--- config.mk ---
export PLATFORM = sky130hd
export DESIGN_NAME = lmg_move_collector_flat
export DESIGN_NICKNAME = d
export VERILOG_FILES = /design/src/rtl/lmg_pkg.sv /design/src/rtl/lmg_move_collector_if.sv /design/src/rtl/lmg_move_fifo.sv /design/src/rtl/lmg_move_collector.sv /design/src/flat_wrapper.sv
export SDC_FILE = /design/constraint.sdc
export NUM_CORES = 1
export LEC_CHECK = 0
export ABC_CLOCK_PERIOD_IN_PS = 4600
export CAP_MARGIN = 5
export CORE_MARGIN = 4
export CORE_UTILIZATION = 38
export CTS_BUF_LIST = sky130_fd_sc_hd__clkbuf_8
export CTS_CLUSTER_DIAMETER = 150
export DETAILED_ROUTE_END_ITERATION = 12
export SYNTH_ARGS = -nofsm -noshare
export SYNTH_HDL_FRONTEND = slang
export SYNTH_HIERARCHICAL = 1
export SYNTH_SLANG_ARGS = --single-unit
--- constraint.sdc ---
create_clock -name clk -period 4.6 [get_ports clk]
set_input_delay 0.69 -clock clk [delete_from_list [all_inputs] [get_ports clk]]
set_output_delay 0.69 -clock clk [all_outputs]
set_load 0.1 [all_outputs]
--- src/rtl/lmg_pkg.sv ---
// Shared constants and types for the legal-move-generator move collector.
package lmg_pkg;

  localparam int unsigned NCOLS = 8;
  localparam int unsigned MOVEW = 12;

  // Board coordinate, 0..7 on each axis.
  typedef logic [2:0] coord_t;

  // Packed move, MSB first: {from_x, from_y, to_x, to_y}.
  typedef struct packed {
    coord_t from_x;
    coord_t from_y;
    coord_t to_x;
    coord_t to_y;
  } move_t;

  // Column identifiers; column A sits on the MSB of the column vectors.
  localparam logic [2:0] COLA = 3'o0;
  localparam logic [2:0] COLB = 3'o1;
  localparam logic [2:0] COLC = 3'o2;
  localparam logic [2:0] COLD = 3'o3;
  localparam logic [2:0] COLE = 3'o4;
  localparam logic [2:0] COLF = 3'o5;
  localparam logic [2:0] COLG = 3'o6;
  localparam logic [2:0] COLH = 3'o7;

  // Collector state encoding.
  localparam logic [1:0] IDLE    = 2'd0;
  localparam logic [1:0] COLLECT = 2'd1;
  localparam logic [1:0] DONE    = 2'd2;

  // Bit position of a column inside the column vectors (A -> NCOLS-1).
  function automatic int unsigned col_to_bit(logic [2:0] col);
    return NCOLS - 1 - int'(col);
  endfunction

endpackage

--- src/rtl/lmg_move_collector_if.sv ---
// Bundle between the LMG column units, the collector and the search stage.
interface lmg_move_collector_if #(
  parameter int unsigned NCOLS = 8,
  parameter int unsigned MOVEW = 12,
  parameter int unsigned CNTW  = 8
) ();

  logic                     newboard;
  logic [NCOLS-1:0]         col_move_valid;
  logic [NCOLS*MOVEW-1:0]   col_move;
  logic [NCOLS-1:0]         col_done;
  logic [NCOLS-1:0]         col_move_ack;
  logic                     move_valid;
  logic [MOVEW-1:0]         move_data;
  logic                     move_ready;
  logic [CNTW-1:0]          move_count;
  logic                     list_done;
  logic                     overflow;

  // Environment side: LMG columns plus the consuming search stage.
  modport master (
    output newboard, col_move_valid, col_move, col_done, move_ready,
    input  col_move_ack, move_valid, move_data, move_count, list_done, overflow
  );

  // Collector side.
  modport slave (
    input  newboard, col_move_valid, col_move, col_done, move_ready,
    output col_move_ack, move_valid, move_data, move_count, list_done, overflow
  );

endinterface

--- src/rtl/lmg_move_fifo.sv ---
// First-word-fall-through move FIFO with synchronous flush.
module lmg_move_fifo #(
  parameter int unsigned WIDTH = 12,
  parameter int unsigned DEPTH = 16
) (
  input  logic                     clk,
  input  logic                     rst,
  input  logic                     flush_i,
  input  logic                     push_i,
  input  logic [WIDTH-1:0]         data_i,
  input  logic                     pop_i,
  output logic [WIDTH-1:0]         data_o,
  output logic                     full_o,
  output logic                     empty_o,
  output logic [$clog2(DEPTH):0]   level_o
);

  localparam int unsigned AW = $clog2(DEPTH);

  logic [WIDTH-1:0] mem_q [DEPTH];
  logic [AW-1:0]    wr_ptr_q, wr_ptr_d;
  logic [AW-1:0]    rd_ptr_q, rd_ptr_d;
  logic [AW:0]      level_q, level_d;
  logic             push_ok, pop_ok;

  assign full_o  = (level_q == (AW+1)'(DEPTH));
  assign empty_o = (level_q == '0);
  assign level_o = level_q;
  // Drive zero while empty so the output never shows stale storage.
  assign data_o  = empty_o ? '0 : mem_q[rd_ptr_q];

  assign push_ok = push_i && !full_o;
  assign pop_ok  = pop_i && !empty_o;

  // Pointer and occupancy next-state; flush wins over push and pop.
  always_comb begin
    wr_ptr_d = wr_ptr_q;
    rd_ptr_d = rd_ptr_q;
    level_d  = level_q;
    if (flush_i) begin
      wr_ptr_d = '0;
      rd_ptr_d = '0;
      level_d  = '0;
    end else begin
      if (push_ok) wr_ptr_d = wr_ptr_q + 1'b1;
      if (pop_ok)  rd_ptr_d = rd_ptr_q + 1'b1;
      unique case ({push_ok, pop_ok})
        2'b10:   level_d = level_q + 1'b1;
        2'b01:   level_d = level_q - 1'b1;
        default: level_d = level_q;
      endcase
    end
  end

  // Pointer and occupancy registers.
  always_ff @(posedge clk) begin
    if (rst) begin
      wr_ptr_q <= '0;
      rd_ptr_q <= '0;
      level_q  <= '0;
    end else begin
      wr_ptr_q <= wr_ptr_d;
      rd_ptr_q <= rd_ptr_d;
      level_q  <= level_d;
    end
  end

  // Storage write; contents need no reset since data_o is masked when empty.
  always_ff @(posedge clk) begin
    if (push_ok && !flush_i) begin
      mem_q[wr_ptr_q] <= data_i;
    end
  end

endmodule

--- src/rtl/lmg_move_collector.sv ---
// Collects moves from the LMG column units, arbitrates round-robin, buffers
// them and streams them to the search stage while counting the move list.
module lmg_move_collector #(
  parameter int unsigned NCOLS = 8,
  parameter int unsigned MOVEW = 12,
  parameter int unsigned DEPTH = 16,
  parameter int unsigned CNTW  = 8
) (
  input  logic                 clk,
  input  logic                 rst,
  lmg_move_collector_if.slave  bus
);

  import lmg_pkg::*;

  localparam int unsigned PTRW = $clog2(NCOLS);
  localparam logic [PTRW-1:0] PtrReset = PTRW'(col_to_bit(COLA));

  logic [1:0]          state_q, state_d;
  logic [PTRW-1:0]     ptr_q, ptr_d;
  logic [CNTW-1:0]     cnt_q, cnt_d;
  logic                ovf_q, ovf_d;
  logic                done_q, done_d;

  logic                found;
  logic [PTRW-1:0]     grant_idx;
  logic [NCOLS-1:0]    ack;
  int unsigned         idx;

  logic                fifo_full, fifo_empty;
  logic [$clog2(DEPTH):0] fifo_level;
  logic [MOVEW-1:0]    fifo_rdata;
  logic [MOVEW-1:0]    push_data;
  logic                pop;

  // Round-robin search downward from the pointer (A towards H, wrapping).
  always_comb begin
    found     = 1'b0;
    grant_idx = ptr_q;
    idx       = 0;
    if (state_q == COLLECT && !bus.newboard && !fifo_full) begin
      for (int unsigned k = 0; k < NCOLS; k++) begin
        idx = (int'(ptr_q) + NCOLS - k) % NCOLS;
        if (!found && bus.col_move_valid[idx]) begin
          found     = 1'b1;
          grant_idx = idx[PTRW-1:0];
        end
      end
    end
    ack = found ? (NCOLS'(1) << grant_idx) : '0;
  end

  assign push_data        = bus.col_move[int'(grant_idx)*MOVEW +: MOVEW];
  assign pop              = !fifo_empty && bus.move_ready;
  assign bus.col_move_ack = ack;
  assign bus.move_valid   = !fifo_empty;
  assign bus.move_data    = fifo_rdata;
  assign bus.move_count   = cnt_q;
  assign bus.list_done    = done_q;
  assign bus.overflow     = ovf_q;

  // FSM, pointer, counter and flag next-state; newboard overrides everything.
  always_comb begin
    state_d = state_q;
    ptr_d   = ptr_q;
    cnt_d   = cnt_q;
    ovf_d   = ovf_q;
    done_d  = done_q;
    if (bus.newboard) begin
      state_d = COLLECT;
      ptr_d   = PtrReset;
      cnt_d   = '0;
      ovf_d   = 1'b0;
      done_d  = 1'b0;
    end else begin
      case (state_q)
        IDLE: begin
          state_d = IDLE;
        end
        COLLECT: begin
          if (found) begin
            ptr_d = (grant_idx == '0) ? PTRW'(NCOLS - 1) : grant_idx - 1'b1;
            if (cnt_q == {CNTW{1'b1}}) begin
              ovf_d = 1'b1;
            end else begin
              cnt_d = cnt_q + 1'b1;
            end
          end
          if ((&bus.col_done) && !(|bus.col_move_valid) && (fifo_level == '0) && !found) begin
            state_d = DONE;
          end
        end
        DONE: begin
          // Flag lags state entry by one cycle.
          done_d = 1'b1;
        end
        default: begin
          state_d = IDLE;
        end
      endcase
    end
  end

  // State registers with synchronous reset.
  always_ff @(posedge clk) begin
    if (rst) begin
      state_q <= IDLE;
      ptr_q   <= PtrReset;
      cnt_q   <= '0;
      ovf_q   <= 1'b0;
      done_q  <= 1'b0;
    end else begin
      state_q <= state_d;
      ptr_q   <= ptr_d;
      cnt_q   <= cnt_d;
      ovf_q   <= ovf_d;
      done_q  <= done_d;
    end
  end

  lmg_move_fifo #(
    .WIDTH (MOVEW),
    .DEPTH (DEPTH)
  ) u_fifo (
    .clk     (clk),
    .rst     (rst),
    .flush_i (bus.newboard),
    .push_i  (found),
    .data_i  (push_data),
    .pop_i   (pop),
    .data_o  (fifo_rdata),
    .full_o  (fifo_full),
    .empty_o (fifo_empty),
    .level_o (fifo_level)
  );

endmodule

--- src/flat_wrapper.sv ---
// flat-port wrapper written by rule: the top's interface ports become plain ports
module lmg_move_collector_flat import lmg_pkg::*;
#(
  parameter int unsigned NCOLS = 8,
  parameter int unsigned MOVEW = 12,
  parameter int unsigned DEPTH = 16,
  parameter int unsigned CNTW  = 8
)
  (clk, rst, bus_newboard, bus_col_move_valid, bus_col_move, bus_col_done, bus_move_ready, bus_col_move_ack, bus_move_valid, bus_move_data, bus_move_count, bus_list_done, bus_overflow);
  lmg_move_collector_if #(.NCOLS(NCOLS), .MOVEW(MOVEW), .CNTW(CNTW)) bus_i ();
  input  logic clk;
  input  logic rst;
  input wire logic [$bits(bus_i.newboard)-1:0] bus_newboard;
  input wire logic [$bits(bus_i.col_move_valid)-1:0] bus_col_move_valid;
  input wire logic [$bits(bus_i.col_move)-1:0] bus_col_move;
  input wire logic [$bits(bus_i.col_done)-1:0] bus_col_done;
  input wire logic [$bits(bus_i.move_ready)-1:0] bus_move_ready;
  output wire logic [$bits(bus_i.col_move_ack)-1:0] bus_col_move_ack;
  output wire logic [$bits(bus_i.move_valid)-1:0] bus_move_valid;
  output wire logic [$bits(bus_i.move_data)-1:0] bus_move_data;
  output wire logic [$bits(bus_i.move_count)-1:0] bus_move_count;
  output wire logic [$bits(bus_i.list_done)-1:0] bus_list_done;
  output wire logic [$bits(bus_i.overflow)-1:0] bus_overflow;
  assign bus_i.newboard = bus_newboard;
  assign bus_i.col_move_valid = bus_col_move_valid;
  assign bus_i.col_move = bus_col_move;
  assign bus_i.col_done = bus_col_done;
  assign bus_i.move_ready = bus_move_ready;
  assign bus_col_move_ack = bus_i.col_move_ack;
  assign bus_move_valid = bus_i.move_valid;
  assign bus_move_data = bus_i.move_data;
  assign bus_move_count = bus_i.move_count;
  assign bus_list_done = bus_i.list_done;
  assign bus_overflow = bus_i.overflow;
  lmg_move_collector #(.NCOLS(NCOLS), .MOVEW(MOVEW), .DEPTH(DEPTH), .CNTW(CNTW)) u_core (.clk(clk), .rst(rst), .bus(bus_i));
endmodule
==> flow_metrics.tcl, run 1 <==
set metrics [dict create \
    outcome "complete, no violations" \
    synth_edf_count 192 \
    dr.pass1.iters 4 \
    synthMuxAreaShare_pct 23.2 \
    numClockSinks 224 \
    mostFrequentLayoutCell "edfxtp_1" \
    rows 61 \
    core_region_area_um2 28000 \
    min_to "u_core/bus.overflow$_SDFFE_PP0P_" \
    clkTransAtPathRegs_ps 50 \
    route.final.wire_length_um 25200 \
    nNetsFinal 1050 \
    avgRoutedWirePerCell_um 19.1 \
    r2r_start "u_core/ptr_q[0]$_SDFFE_PP1P_" \
    r2r_slack_ps 460 \
    routabilityCongestion 0.797 \
    drt_drc_violations_left 0 \
    synth-simple-area-share_pct 6.98 \
    crit_chain "clkinv_8 > ha_4 > mux2_4 > mux4_2 > o32ai_4 > o211ai_1 > a31o_4 > xnor2_4 > ha_2 > and3_4 > buf_12" \
    synthXorXnorAreaFrac_pct 1.46 \
    die-width_um 177 \
    fmax_mhz 220 \
    fin_cells 1319 \
    ant_nets 0 \
    holdWs_ps 466 \
    cap_viol_max_count 0 \
    crit_family "multiplexers" \
    synth_seq_cells 224 \
    reg2reg_depth 13 \
    port_buffers 146 \
    dieArea_um2 31400 \
    fin_crit_ps 4540 \
    netlist_instances 708 \
    holdCritStartpoint "u_core/bus.overflow$_SDFFE_PP0P_" \
    track_usage_pct 15.9 \
    synth_area_leader_cell "edfxtp_1" \
    worstHoldPathCells 2 \
    required_ps 3910 \
    reg2reg_to "u_core/u_fifo/mem_q[1][0]$_DFFE_PP_" \
    place_area_um2 13200 \
    yosysSeqAreaShare_pct 58.8 \
    critical_path_class "reg -> out" \
    grt_max_degree 42 \
    synth_top_family_by_area "multiplexers" \
    ys_types 60 \
    cts_root_buf "clkbuf_8" \
    h-tree-depth 2 \
    final_cell_mix "edfxtp_1, clkdlybuf4s50_1, mux2i_1" \
    synth_nets 838 \
    clock_path_buffers 3 \
    viasPerCell 5.09 \
    drtIter0Drc 283 \
    clk_latency_ps 540 \
    arrival_ps 3850 \
    synth-adder-area-share_pct 1.68 \
    synthTopCellsByArea "edfxtp_1, mux4_2, mux2i_1" \
    antenna_found_initial 0 \
    syn_area_um2 10900 \
    cp_max_fo 8 \
    yosysTopAreaCellShare_pct 52.9 \
    cts_tree "built" \
    initial_core_util_pct 38.9 \
    layout-drive-gt1-share_pct 26.8 \
    ys.flop_type "edfxtp_1" \
    fin_area_um2 14100 \
    grt_overflow 0 \
    setup_viol 0 \
    cts_buffers 38 \
    tightest_slew_ps 1020 \
    ys_async_sr_fraction_pct 0 \
    crit_path_end_kind "output pin" \
    finalClockSkew_ps 25.4 \
    drv_slew 0 \
    fp.dieH_um 177 \
    n_fill_cell 2388 \
    syn_area_per_cell_um2 15.4 \
    route.vias.total 6710 \
    ir_worst_vdd_mv 0.176 \
    crit_buf_inv 2 \
    worst_path_max_delay_cell "mux4_2" \
    synth_warnings 6 \
    diodes 0 \
    powerDensity_nw_per_um2 317 \
    p_leak_nw 4.83 \
    hold_class "reg -> reg" \
    grt_pass1_vias 7022 \
    cts_hold_buf 0 \
    cpPeakStageDelay_ps 580 \
    dp.cells 1243 \
    dp_hpwl_um 17200 \
    setup_ws_ps 60.4 \
    grt_first_pass_wirelength_um 38900 \
    post-place-ws_ps 41.0 \
    fin_crit_sh_pct 98.7 \
    grt_setup_unrepaired "true" \
    num_io_pins 147 \
    max-slew-margin-rel_pct 31.6 \
    areaGrowthSynthToFinish_pct 29.3 \
    start_kind "flip-flop" \
    synth_compound_area_share_pct 4.92 \
    hold_viol 0 \
]
[report_power, final]
group	total, mW	switching (mW)	internal (mW)
clock network	1.66	0.757	0.903
logic	0.534	0.274	0.260
registers	2.27	0.00368	2.27
total	4.47	1.03	3.43
[synth_stat cells, types with 4 or more instances]
library cell / instances
or3_1: 4
a21oi_1: 12
nor2b_1: 17
o211ai_1: 6
dfxtp_1: 32
mux2i_1: 96
nor2_1: 45
ha_1: 13
buf_4: 8
mux2_2: 12
xor2_1: 9
o21ai_0: 4
a211oi_1: 27
clkbuf_1: 12
buf_2: 13
nand4_1: 5
and3_1: 6
nand4b_1: 5
xnor2_1: 6
inv_1: 20
mux4_2: 61
buf_6: 6
nand2b_1: 5
a31oi_1: 4
edfxtp_1: 192
nand2_1: 25
nor3_1: 11
nand3_1: 6
[cells by family (layout without fill, tap and decap cells)]
logic type | count (synthesis) | in the layout
AND/OR/NAND/NOR | 146 | 146
adder cells (fa/ha/maj) | 14 | 14
buffers and inverters | 63 | 296
XOR/XNOR | 16 | 16
flip-flops | 224 | 224
multiplexers | 173 | 173
AO/OA/AOI/OAI | 72 | 72
[final cells by class]
class | instances | area (µm²) | share of cell area [%]
clock buffers | 39 | 537 | 3.81
inverters | 23 | 101 | 0.719
flip-flops and latches | 224 | 6410 | 45.5
well taps | 378 | 473 | 3.36
multi-input cells | 421 | 4320 | 30.7
clock inverters | 22 | 166 | 1.18
repair buffers | 212 | 2080 | 14.8
[flip-flops by register name (all words and copies together) (netlist names), named ones only]
| name | count |
|---|---|
| u_core/bus.move_count | 8 |
| u_core/state_q | 2 |
| u_core/bus.list_done | 1 |
| u_core/ptr_q | 3 |
| u_core/u_fifo/rd_ptr_q | 4 |
| u_core/bus.overflow | 1 |
| u_core/u_fifo/mem_q | 192 |
| u_core/u_fifo/level_o | 5 |
| u_core/u_fifo/wr_ptr_q | 4 |
[worst min-delay path: stages (launching register included)]
cell	delay (ps)
dfxtp_1	320
a21oi_1	40
nor2_1	70
[timing repair]
action / 4_1_cts / 5_1_grt
pin swaps: 1 / 11
gates resized for setup: 4 / 13
buffers inserted: 4 / 10
endpoints found under the setup margin: 8 / 8
hold endpoints to repair: 0 / 0
cloned: 0 / 1
[stage by stage]
stage	setup TNS [ps]	util, %	power (mW)
after global placement	0	47.1	2.83
final	0	50.3	4.47
after global routing	-419	50.3	4.67
after CTS	0	49.8	4.52
after detailed placement	0	47.1	2.83
after floorplan	0	-	2.60
[how the worst max path moves through the flow]
stage / startpoint / end / depth (start not counted) / slack, ps
floorplan: u_core/ptr_q[0]$_SDFFE_PP1P_ / bus_col_move_ack[0] / 12 / 20
global placement: bus_col_move_valid[0] / u_core/u_fifo/mem_q[12][4]$_DFFE_PP_ / 11 / 80
detailed placement: bus_col_move_valid[0] / u_core/u_fifo/mem_q[12][4]$_DFFE_PP_ / 11 / 40
CTS: u_core/ptr_q[0]$_SDFFE_PP1P_ / bus_col_move_ack[1] / 14 / 4
global route: u_core/ptr_q[0]$_SDFFE_PP1P_ / bus_col_move_ack[2] / 11 / -80
finish: u_core/ptr_q[0]$_SDFFE_PP1P_ / bus_col_move_ack[2] / 11 / 60
[per-layer routing]
layer / up-vias / share of wire (%) / global-route usage, %
li1: 3230 / - / -
met1: 3322 / 42 / 21.4
met2: 126 / 52 / 27.0
met3: 32 / 3.8 / 2.17
met4: 0 / 1.6 / 4.61
met5: - / 0 / 0
No activity file was read; power rests on OpenSTA's default activity.
==> inputs of run 2 (changes only) <==
--- a/config.mk
+++ b/config.mk
@@ -7,7 +7,6 @@
 export LEC_CHECK = 0
 export ABC_CLOCK_PERIOD_IN_PS = 4600
 export CAP_MARGIN = 5
-export CORE_MARGIN = 4
 export CORE_UTILIZATION = 38
 export CTS_BUF_LIST = sky130_fd_sc_hd__clkbuf_8
 export CTS_CLUSTER_DIAMETER = 150
==> run 2 against run 1 <==
- maximum frequency is 0.79% higher
- register-to-register slack worse by 30 ps
- die area is 6.7% lower
- wire length is 0.72% lower
- first-iteration DRC count is 20% higher
- global-route usage is 1.1 points higher
- worst hold slack better by 14 ps
- non-clock buffer count is 9 lower
- via count is 0.98% higher
- clock skew is 16 ps higher
- final area is 0.17% lower
- clock power is 4% higher
- critical path type unchanged
- critical endpoint is now bus_col_move_ack[5]
==> flow_metrics.tcl, run 2 (synthesis results as in run 1) <==
set metrics [dict create \
    drv_slew 0 \
    track_usage_pct 17.0 \
    seqPwrFrac_pct 50.4 \
    setup_ws_ps 96.0 \
    crit_path_end_kind "output pin" \
    r2r_start "u_core/ptr_q[0]$_SDFFE_PP1P_" \
    met2WireLength_um 13200 \
    dr.pass1.iters 4 \
    powerDensity_nw_per_um2 321 \
    p_clk_share_pct 38.0 \
    cts_root_buf "clkbuf_8" \
    regMostFlops "u_core/u_fifo/mem_q" \
    outcome "complete, no violations" \
    clkTransAtPathRegs_ps 60 \
    hold_class "reg -> reg" \
    initial_core_util_pct 38.9 \
    worst_path_max_delay_cell "mux4_2" \
    cts_buffers 40 \
    avgRoutedWirePerCell_um 18.9 \
    ir_worst_vdd_mv 0.167 \
    fin_crit_sh_pct 97.9 \
    num_io_pins 147 \
    met3WireLength_um 785 \
    route.vias.total 6776 \
    internal_power_mw 3.41 \
    die-width_um 171 \
    holdCritStartpoint "u_core/bus.overflow$_SDFFE_PP0P_" \
    fin_area_um2 14100 \
    areaGrowthSynthToFinish_pct 29.1 \
    cp_max_fo 12 \
    dp_hpwl_um 17200 \
    grt_overflow 0 \
    critical_path_class "reg -> out" \
    grt_setup_unrepaired "true" \
    numClockSinks 224 \
    r2r_slack_ps 430 \
    diodes 0 \
    rows 61 \
    worstHoldPathCells 2 \
    fmax_mhz 222 \
    h-tree-depth 2 \
    max-slew-margin-rel_pct 31.5 \
    ant_nets 0 \
    hold_viol 0 \
    min_to "u_core/bus.overflow$_SDFFE_PP0P_" \
    reg2reg_depth 13 \
    viasPerCell 5.13 \
    crit_family "simple AND/OR/NAND/NOR gates" \
    layout-drive-gt1-share_pct 26.7 \
    maxUsedRoutingLayer "met4" \
    cpPeakStageDelay_ps 570 \
    start_kind "flip-flop" \
    final_cell_mix "edfxtp_1, clkdlybuf4s50_1, mux2i_1" \
    core_region_area_um2 28000 \
    reg2reg_to "u_core/u_fifo/mem_q[0][5]$_DFFE_PP_" \
    cts_tree "built" \
    clock_path_buffers 3 \
    place_area_um2 13200 \
    antenna_found_initial 0 \
    power.switching_mw 1.10 \
    met1_length_um 10600 \
    grt_pass1_vias 6904 \
    grt_max_degree 45 \
    dieArea_um2 29400 \
    post-place-ws_ps 32.4 \
    nNetsFinal 1043 \
    drtIter0Drc 339 \
    routabilityCongestion 0.835 \
    swShare_pct 24.4 \
    crit_buf_inv 4 \
    cap_viol_max_count 0 \
    fin_crit_ps 4500 \
    required_ps 3910 \
    route.final.wire_length_um 25000 \
    mostFrequentLayoutCell "edfxtp_1" \
    setup_viol 0 \
    largest_reg_flops 192 \
    p_leak_nw 4.81 \
    arrival_ps 3810 \
    port_buffers 146 \
    fp.dieH_um 171 \
    tightest_slew_ps 1020 \
    crit_chain "clkinv_8 > ha_4 > buf_6 > mux4_2 > mux2i_2 > buf_4 > nand2_1 > a22oi_1 > nor4_2 > or3_4 > a31oi_4 > and3_1 > buf_12" \
    grt_first_pass_wirelength_um 37800 \
    drt_drc_violations_left 0 \
    combPwrFrac_pct 11.6 \
    finalClockSkew_ps 41.1 \
    clk_latency_ps 560 \
]
==> run 2: what timing repair did <==
item,CTS,global route
setup buffers,1,5
pin swaps,3,7
resized for setup,6,12
hold buffers,0,0
endpoints found under the setup margin,8,8
==> run 2: layout make-up <==
class | count | area [µm²]
timing repair buffer | 203 | 2000
clock buffer | 40 | 551
inverter | 23 | 98.8
clock inverter | 33 | 198
tap | 378 | 473
fill | 2411 | 13900
sequential | 224 | 6410
multi-input combinational | 421 | 4330
==> run 2: per-layer routing <==
layer | GRT usage (%) | vias to the layer above
met5 | 0 | -
met4 | 5.24 | 0
met3 | 3.04 | 35
met2 | 29.6 | 125
met1 | 21.4 | 3397
li1 | - | 3219
==> run 2: worst max-delay path by stage <==
| stage | from | slack, ps | depth (start not counted) | endpoint |
|---|---|---|---|---|
| 6_report | u_core/ptr_q[0]$_SDFFE_PP1P_ | 100 | 13 | bus_col_move_ack[5] |
| 3_5_place_dp | bus_col_move_valid[3] | 30 | 10 | bus_col_move_ack[7] |
| 2_1_floorplan | u_core/ptr_q[0]$_SDFFE_PP1P_ | 20 | 12 | bus_col_move_ack[0] |
| 3_3_place_gp | bus_col_move_valid[3] | 40 | 10 | bus_col_move_ack[5] |
| 4_1_cts | u_core/ptr_q[0]$_SDFFE_PP1P_ | 10 | 11 | bus_col_move_ack[2] |
| 5_1_grt | u_core/ptr_q[0]$_SDFFE_PP1P_ | -70 | 14 | bus_col_move_ack[2] |
==> run 2: stage by stage <==
stage | power [mW] | hold slack [ps] | util [%] | setup TNS (ps) | std cells
after global placement | 2.83 | 454 | 47.1 | 0 | 1243
after detailed placement | 2.83 | 463 | 47.1 | 0 | 1243
final | 4.51 | 480 | 50.2 | 0 | 1322
after CTS | 4.57 | 479 | 49.9 | 0 | 1317
after global routing | 4.71 | 516 | 50.2 | -366 | 1322
after floorplan | 2.60 | 459 | - | 0 | 708
==> run 2: power by group through the flow <==
stage / Sequential, mW / Combinational (mW) / Clock (mW)
floorplan: 2.32 / 0.288 / 0
global placement: 2.32 / 0.514 / 0
detailed placement: 2.32 / 0.517 / 0
CTS: 2.27 / 0.521 / 1.78
global route: 2.27 / 0.566 / 1.87
finish: 2.27 / 0.525 / 1.72
==> run 2: tightest hold or removal path, delay by kind of cell, from the launching register on <==
family	cells	cell delay, ps
DFF	1	330
AOI/OAI and AO/OA	1	40
and+or+nand+nor	1	70
